## src/rtl/oneapi_frame_sequencer.sv

```systemverilog
// oneapi_frame_sequencer
// Frames an upstream pixel-beat stream into AXI4-Stream video: tlast marks
// the end of every line, tuser[0] marks the first beat of every frame.
// A single output register gives full throughput with one cycle of latency.
//
// Ports
//   csi_clk, rsi_reset             clock, async active-high reset
//   cfg_line_beats/frame_lines     frame geometry, sampled at each frame start
//   cfg_continuous                 auto-restart at frame end
//   ctrl_start / ctrl_stop         start pulse / stop request (frame completes)
//   sts_busy/frame_done/cfg_error  status; done and error are 1-cycle pulses
//   sts_frame_count                completed frames, wraps
//   us_t*                          upstream beats (valid/ready, no sideband)
//   axm_t*                         AXI4-Stream master
module oneapi_frame_sequencer #(
  parameter int BITS_AXI   = 64,
  parameter int TUSER_BITS = 8,
  parameter int DIM_BITS   = 16
) (
  input  logic                  csi_clk,
  input  logic                  rsi_reset,
  input  logic [DIM_BITS-1:0]   cfg_line_beats,
  input  logic [DIM_BITS-1:0]   cfg_frame_lines,
  input  logic                  cfg_continuous,
  input  logic                  ctrl_start,
  input  logic                  ctrl_stop,
  output logic                  sts_busy,
  output logic                  sts_frame_done,
  output logic                  sts_cfg_error,
  output logic [DIM_BITS-1:0]   sts_frame_count,
  input  logic                  us_tvalid,
  output logic                  us_tready,
  input  logic [BITS_AXI-1:0]   us_tdata,
  output logic                  axm_tvalid,
  input  logic                  axm_tready,
  output logic [BITS_AXI-1:0]   axm_tdata,
  output logic                  axm_tlast,
  output logic [TUSER_BITS-1:0] axm_tuser
);

  typedef enum logic {IDLE = 1'b0, RUN = 1'b1} state_t;

  state_t              state, state_d;
  logic [DIM_BITS-1:0] line_beats_q, frame_lines_q;
  logic [DIM_BITS-1:0] beat_cnt, line_cnt;
  logic                sof, stop_pend;

  logic cfg_ok, accept, line_end, frame_end, stop_eff, relatch;

  assign cfg_ok    = (cfg_line_beats != '0) && (cfg_frame_lines != '0);
  assign accept    = us_tvalid && us_tready;
  assign line_end  = (beat_cnt == line_beats_q - DIM_BITS'(1));
  assign frame_end = line_end && (line_cnt == frame_lines_q - DIM_BITS'(1));
  // A stop arriving with the final beat still counts.
  assign stop_eff  = stop_pend || ctrl_stop;
  assign relatch   = cfg_continuous && !stop_eff;

  // State register
  always_ff @(posedge csi_clk or posedge rsi_reset) begin
    if (rsi_reset) state <= IDLE;
    else           state <= state_d;
  end

  // Next state
  always_comb begin
    state_d = state;
    case (state)
      IDLE: if (ctrl_start && cfg_ok) state_d = RUN;
      RUN:  if (accept && frame_end) state_d = (relatch && cfg_ok) ? RUN : IDLE;
      default: state_d = IDLE;
    endcase
  end

  // FSM outputs
  always_comb begin
    sts_busy  = (state == RUN);
    // The output register may hold a beat that is leaving this cycle.
    us_tready = (state == RUN) && (!axm_tvalid || axm_tready);
  end

  // Datapath, counters and status
  always_ff @(posedge csi_clk or posedge rsi_reset) begin
    if (rsi_reset) begin
      line_beats_q    <= '0;
      frame_lines_q   <= '0;
      beat_cnt        <= '0;
      line_cnt        <= '0;
      sof             <= 1'b0;
      stop_pend       <= 1'b0;
      axm_tvalid      <= 1'b0;
      axm_tdata       <= '0;
      axm_tlast       <= 1'b0;
      axm_tuser       <= '0;
      sts_frame_done  <= 1'b0;
      sts_cfg_error   <= 1'b0;
      sts_frame_count <= '0;
    end else begin
      sts_frame_done <= 1'b0;
      sts_cfg_error  <= 1'b0;

      // Drains in any state; a new accept below overrides the clear.
      if (axm_tready) axm_tvalid <= 1'b0;

      if (state == IDLE && ctrl_start) begin
        if (cfg_ok) begin
          line_beats_q  <= cfg_line_beats;
          frame_lines_q <= cfg_frame_lines;
          beat_cnt      <= '0;
          line_cnt      <= '0;
          sof           <= 1'b1;
        end else begin
          sts_cfg_error <= 1'b1;
        end
      end

      if (accept) begin
        axm_tvalid <= 1'b1;
        axm_tdata  <= us_tdata;
        axm_tlast  <= line_end;
        axm_tuser  <= TUSER_BITS'(sof);
        sof        <= 1'b0;
        if (line_end) begin
          beat_cnt <= '0;
          line_cnt <= line_cnt + DIM_BITS'(1);
        end else begin
          beat_cnt <= beat_cnt + DIM_BITS'(1);
        end
        if (frame_end) begin
          sts_frame_done  <= 1'b1;
          sts_frame_count <= sts_frame_count + DIM_BITS'(1);
          line_cnt        <= '0;
          if (relatch) begin
            if (cfg_ok) begin
              line_beats_q  <= cfg_line_beats;
              frame_lines_q <= cfg_frame_lines;
              sof           <= 1'b1;
            end else begin
              sts_cfg_error <= 1'b1;
            end
          end
        end
      end

      if (state == RUN && ctrl_stop) stop_pend <= 1'b1;
      if (state_d == IDLE)           stop_pend <= 1'b0;
    end
  end

endmodule

```

## config.mk

```make
export PLATFORM = sky130hd
export DESIGN_NAME = oneapi_frame_sequencer
export DESIGN_NICKNAME = d
export VERILOG_FILES = /design/src/rtl/oneapi_frame_sequencer.sv
export SDC_FILE = /design/constraint.sdc
export NUM_CORES = 1
export LEC_CHECK = 0
export ABC_CLOCK_PERIOD_IN_PS = 8900
export BUFFER_PORTS_ARGS = -buffer_cell sky130_fd_sc_hd__buf_4
export CORE_MARGIN = 8
export CORE_UTILIZATION = 37
export CTS_BUF_LIST = sky130_fd_sc_hd__clkbuf_8 sky130_fd_sc_hd__clkbuf_16
export CTS_CLUSTER_DIAMETER = 80
export DETAILED_ROUTE_END_ITERATION = 7
export GPL_TIMING_DRIVEN = 0
export SLEW_MARGIN = 20
export SYNTH_ARGS = -nofsm -noshare
export SYNTH_HDL_FRONTEND = slang
export SYNTH_SLANG_ARGS = --single-unit
export TNS_END_PERCENT = 10
```

## constraint.sdc

```tcl
create_clock -name csi_clk -period 8.9 [get_ports csi_clk]
set_input_delay 0.89 -clock csi_clk [delete_from_list [all_inputs] [get_ports csi_clk]]
set_output_delay 0.89 -clock csi_clk [all_outputs]
set_load 0.05 [all_outputs]
```

# Yosys cells after proc, flatten, opt, wreduce, memory -nomap -nowiden
# Index checks and enable logic that the tools add are counted.
# word_totals
reg_bits	152
inputBits	103
output_inout_bits	94
elab_cells	87
# classes
add_sub_neg	5
n_eq_ne	3
n_mux	43
n_bitwise	1
reduce_logical	21
# ops
operator	count
$mux W16	21
$add A16 B1 Y16 const B	3
$eq A16 B16 Y1	2
$reduce_bool A16 Y1	2
$sub A16 B1 Y16 const B	2
$mux W1	21
$logic_and A1 B1 Y1	10
$reduce_bool A2 Y1	3
$reduce_and A2 Y1	2
$logic_not A1 Y1	2
$logic_or A1 B1 Y1	2
$ne A2 B1 Y1 const B	1
$pmux W1 S2	1
$not A1 Y1	1

# Depth between registers and ports, before layout
# logic_depth
ltp_word	8
mapped_depth	13
ltp_nobuf	10

# Least setup slack after synthesis
# Ideal clock, no wire load.
# synth_path
path_kind	flip-flop to flip-flop
startpoint	register frame_lines_q[0]
endpoint	register frame_lines_q[14]
setup_time_ps	125
arrival_ps	3201
t_required_ps	8775
path_slack_ps	5574
path_stages_with_launch	14
n_path_buf	3
synth_period_minus_slack_ps	3326
cell_sequence	dfrtp_1 -> inv_1 -> ha_1 -> buf_2 -> or3b_2 -> nor4_1 -> mux2i_1 -> a211oi_2 -> or3_1 -> nor4_1 -> or2_1 -> buf_2 -> buf_6 -> mux2_2
# synth_between
elab_chain_cells	5
# synth_rtl
element	line_no	rtl
from (decl)	44	logic [DIM_BITS-1:0] line_beats_q, frame_lines_q;
from (signal assigned)	107	frame_lines_q <= cfg_frame_lines;
from (signal assigned)	135	frame_lines_q <= cfg_frame_lines;
$sub A16 B1 Y16	53	assign frame_end = line_end && (line_cnt == frame_lines_q - DIM_BITS'(1));
$eq A16 B16 Y1	53	
$logic_and A1 B1 Y1	53	
$mux W16	128	if (frame_end) begin
$mux W16	116	if (accept) begin
# Every way passes these cells.
# A chain may end at the register's enable or synchronous reset.

# Worst setup path in the final report
# layout_path
startpoint	register frame_lines_q[0]
endpoint	register sts_frame_count[9]
# layout_between
elab_chain_cells	4
# layout_rtl
element	line_no	rtl
$sub A16 B1 Y16	53	
$eq A16 B16 Y1	53	
$logic_and A1 B1 Y1	53	
$reduce_and A2 Y1 (no line)	-	
to (signal assigned)	130	sts_frame_count <= sts_frame_count + DIM_BITS'(1);
to (decl)	30	output logic [DIM_BITS-1:0] sts_frame_count,
# Every way passes these cells.

==> flow_summary.toml <==
[power_and_ir_drop]
pwr-share-comb_pct = 31.5
power_leakage_nw = 4.97
seqPwrFrac_pct = 37.3
clock_power_share_pct = 31.2
powerDensity_nw_per_um2 = 251
swShare_pct = 38.4
internal-power_mw = 1.56
switchingPower_uw = 969
ir_drop_mv = 0.127

[floorplan]
die_area_um2 = 25500
core-area_um2 = 20200
io_pins = 197
die_width_um = 160
initial_core_util_pct = 37.8
rows = 52
die_h_um = 160

[place]
post-dp-hpwl_mm = 16.5
placed_area_um2 = 9450
port-buffer-count = 189
globalplace.congestion = 0.824

[setup_path]
critical_path_class = "reg -> reg"
cp_max_fo = 10
worst_setup_path_end_kind = "flip-flop"
required_ns = 9.26
r2r-start = "frame_lines_q[0]"
arrival_ns = 4.12
startpoint = "frame_lines_q[0]"
cp-start-kind = "flip-flop"
ff2ff_path_depth = 12

[detailed_routing]
routed_wl_mm = 21.8
drc = 0
antenna_left = 0
wl_per_cell_um = 16.8
vias = 6404
dr.first_iter.drc_count = 306
drt-pass1-iter-count = 4
via_per_inst = 4.93

[job]
cap_violations = 0

[logic_synthesis]
syn_inst = 800
netlist_area_um2 = 7640
ys_seq_elements = 152
synth_cell_types = 68
synth_top_cell_area_share_pct = 49.8
post_synth_main_area_contributors = "dfrtp_1 50%, nand2_1 11%, mux2_1 4.1%, xor2_1 3.7%, xnor2_1 2.9%"
yosys_warnings = 0
synthArstFlopShare_pct = 100
ys.flop_type = "dfrtp_1"
synth_area_leader_cell = "dfrtp_1"
synth-edff-count = 0
avgSynthCellArea_um2 = 9.55
ys_seq_area_share_pct = 49.8

[global_routing]
antenna_found_initial = 0
grt_pass1_vias = 6640
grt_max_degree = 92
grt_util_all_layers_pct = 17.5
grt_pass1_wl_mm = 35.9
globalRoute.totalOverflow = 0

[worst_hold_path]
whs_path_depth = 1
worst_hold_path_type = "reg -> reg"
min_from = "sts_frame_count[15]"

[timing]
post-route-period-util_pct = 42.3
worstMarginPinSlew_ns = 0.876
finalHoldViolations = 0
finClkSkew_ns = 0.0131
slew_headroom_pct = 41.5
hold_slack_ns = 0.474
fmax_ghz = 0.266
rsz0062_at_grt = "false"
finalMaxSlewViolations = 0
fin_crit_ns = 3.76
finalSetupViolCount = 0
setup_tns_ns = 0

[clock_tree]
cts_buffers = 17
post_cts_resized = 0
clockBufferDepth = 2
cts_sinks = 152
cts_setup_buffers = 0
clk_pin_slew_ns = 0.07
cts_tree = "yes"
clkLatencyLatePin_ns = 0.43
cts_hold_buf = 0
root_buffer = "clkbuf_16"
htreeDepth = 4

[status]
status = "complete, no violations"

[finish]
diodes = 0
layout_common_cells = "223 x nand2_1, 196 x buf_4, 152 x dfrtp_1"
design_area_um2 = 10100
syn_to_final_growth_pct = 31.9
finalNetCount = 1123
layout_commonest_cell = "nand2_1"
layout-drive-gt1-share_pct = 25.8
[Yosys cell counts (16+ instances only)]
cell	number
dfrtp_1	152
clkbuf_1	25
nand3_1	22
nand2_1	223
nor4_1	21
xor2_1	32
and3_1	21
xnor2_1	25
a21oi_1	16
nor2_1	25
o21ai_0	23
mux2_1	28
[per-stage QoR]
| stage | setup WS [ns] | cells | power (mW) | utilization, % |
|---|---|---|---|---|
| finish | 5.14 | 1298 | 2.53 | 49.8 |
| global route | 4.86 | 1298 | 2.67 | 49.8 |
| CTS | 5.11 | 1298 | 2.55 | 49.8 |
| detailed placement | 5.14 | 1266 | 1.75 | 46.7 |
| global placement | 1.83 | 1265 | 1.74 | 46.5 |
| floorplan | 3.92 | 806 | 1.49 | - |
[area by class of cell]
class                   count  area [um2]
fillers                  1896       10200
flip-flops and latches    152        3800
clock inverters            15         200
inverters                  10        45.0
multi-input cells         600        3580
plain buffers              44         244
repair buffers            190        1450
well taps                 270         338
clock buffers              17         425
[final timing paths]
| kind | to | slack (ns) |
|---|---|---|
| setup / recovery | sts_frame_count[9] | 5.14 |
| hold / removal | sts_frame_count[15] | 0.47 |
| setup reg to reg | sts_frame_count[9] | 5.14 |
| hold reg to reg | sts_frame_count[15] | 0.47 |
| max in group asynchronous | frame_lines_q[8] | 7.59 |
| min in group asynchronous | axm_tdata[50] | 0.48 |
[routing by layer]
metal	global-route usage (%)	share of wire (%)	up-vias
met4	4.46	1.1	0
met5	0	0	-
met3	9.46	12	18
met1	20.8	42	3024
met2	27.1	45	200
li1	-	-	3162
[cells by family (layout without fill, tap and decap cells)]
kind of cell / Yosys count / after routing / share of synthesized area [%]
other: 1 / 7 / 0.0491
adder cells (fa/ha/maj): 5 / 5 / 0.819
flip-flops: 152 / 152 / 49.8
multiplexers: 37 / 37 / 5.40
buffers and inverters: 54 / 276 / 3.68
AO/OA/AOI/OAI: 97 / 97 / 8.68
AND/OR/NAND/NOR: 397 / 397 / 25.0
XOR/XNOR: 57 / 57 / 6.53
[worst max-delay path: stages (launching register included)]
cell       delay, ns
dfrtp_1         0.45
inv_1           0.09
ha_1            0.13
buf_2           0.20
or3b_2          0.52
o32ai_1         0.41
o2111ai_1       0.17
or3_1           0.38
nor4_4          0.35
nand4bb_2       0.29
buf_2           0.28
nor3_1          0.25
xor2_1          0.16
[sequential cells by signal, indices dropped and copies added, names as in the netlist]
| register | cells |
|---|---|
| sts_cfg_error | 1 |
| stop_pend | 1 |
| sts_busy | 1 |
| sts_frame_done | 1 |
| beat_cnt | 16 |
| axm_tlast | 1 |
| axm_tvalid | 1 |
| line_beats_q | 16 |
| line_cnt | 16 |
| frame_lines_q | 16 |
| sof | 1 |
| sts_frame_count | 16 |
| axm_tuser | 1 |
| axm_tdata | 64 |
[power by group through the flow]
stage / registers [mW] / clock network, mW / logic (mW)
2_1_floorplan: 1.13 / 0 / 0.356
4_1_cts: 0.943 / 0.808 / 0.803
5_1_grt: 0.963 / 0.835 / 0.870
6_report: 0.943 / 0.789 / 0.795
3_5_place_dp: 0.952 / 0 / 0.802
3_3_place_gp: 0.952 / 0 / 0.791
No activity file was read; power rests on OpenSTA's default activity.
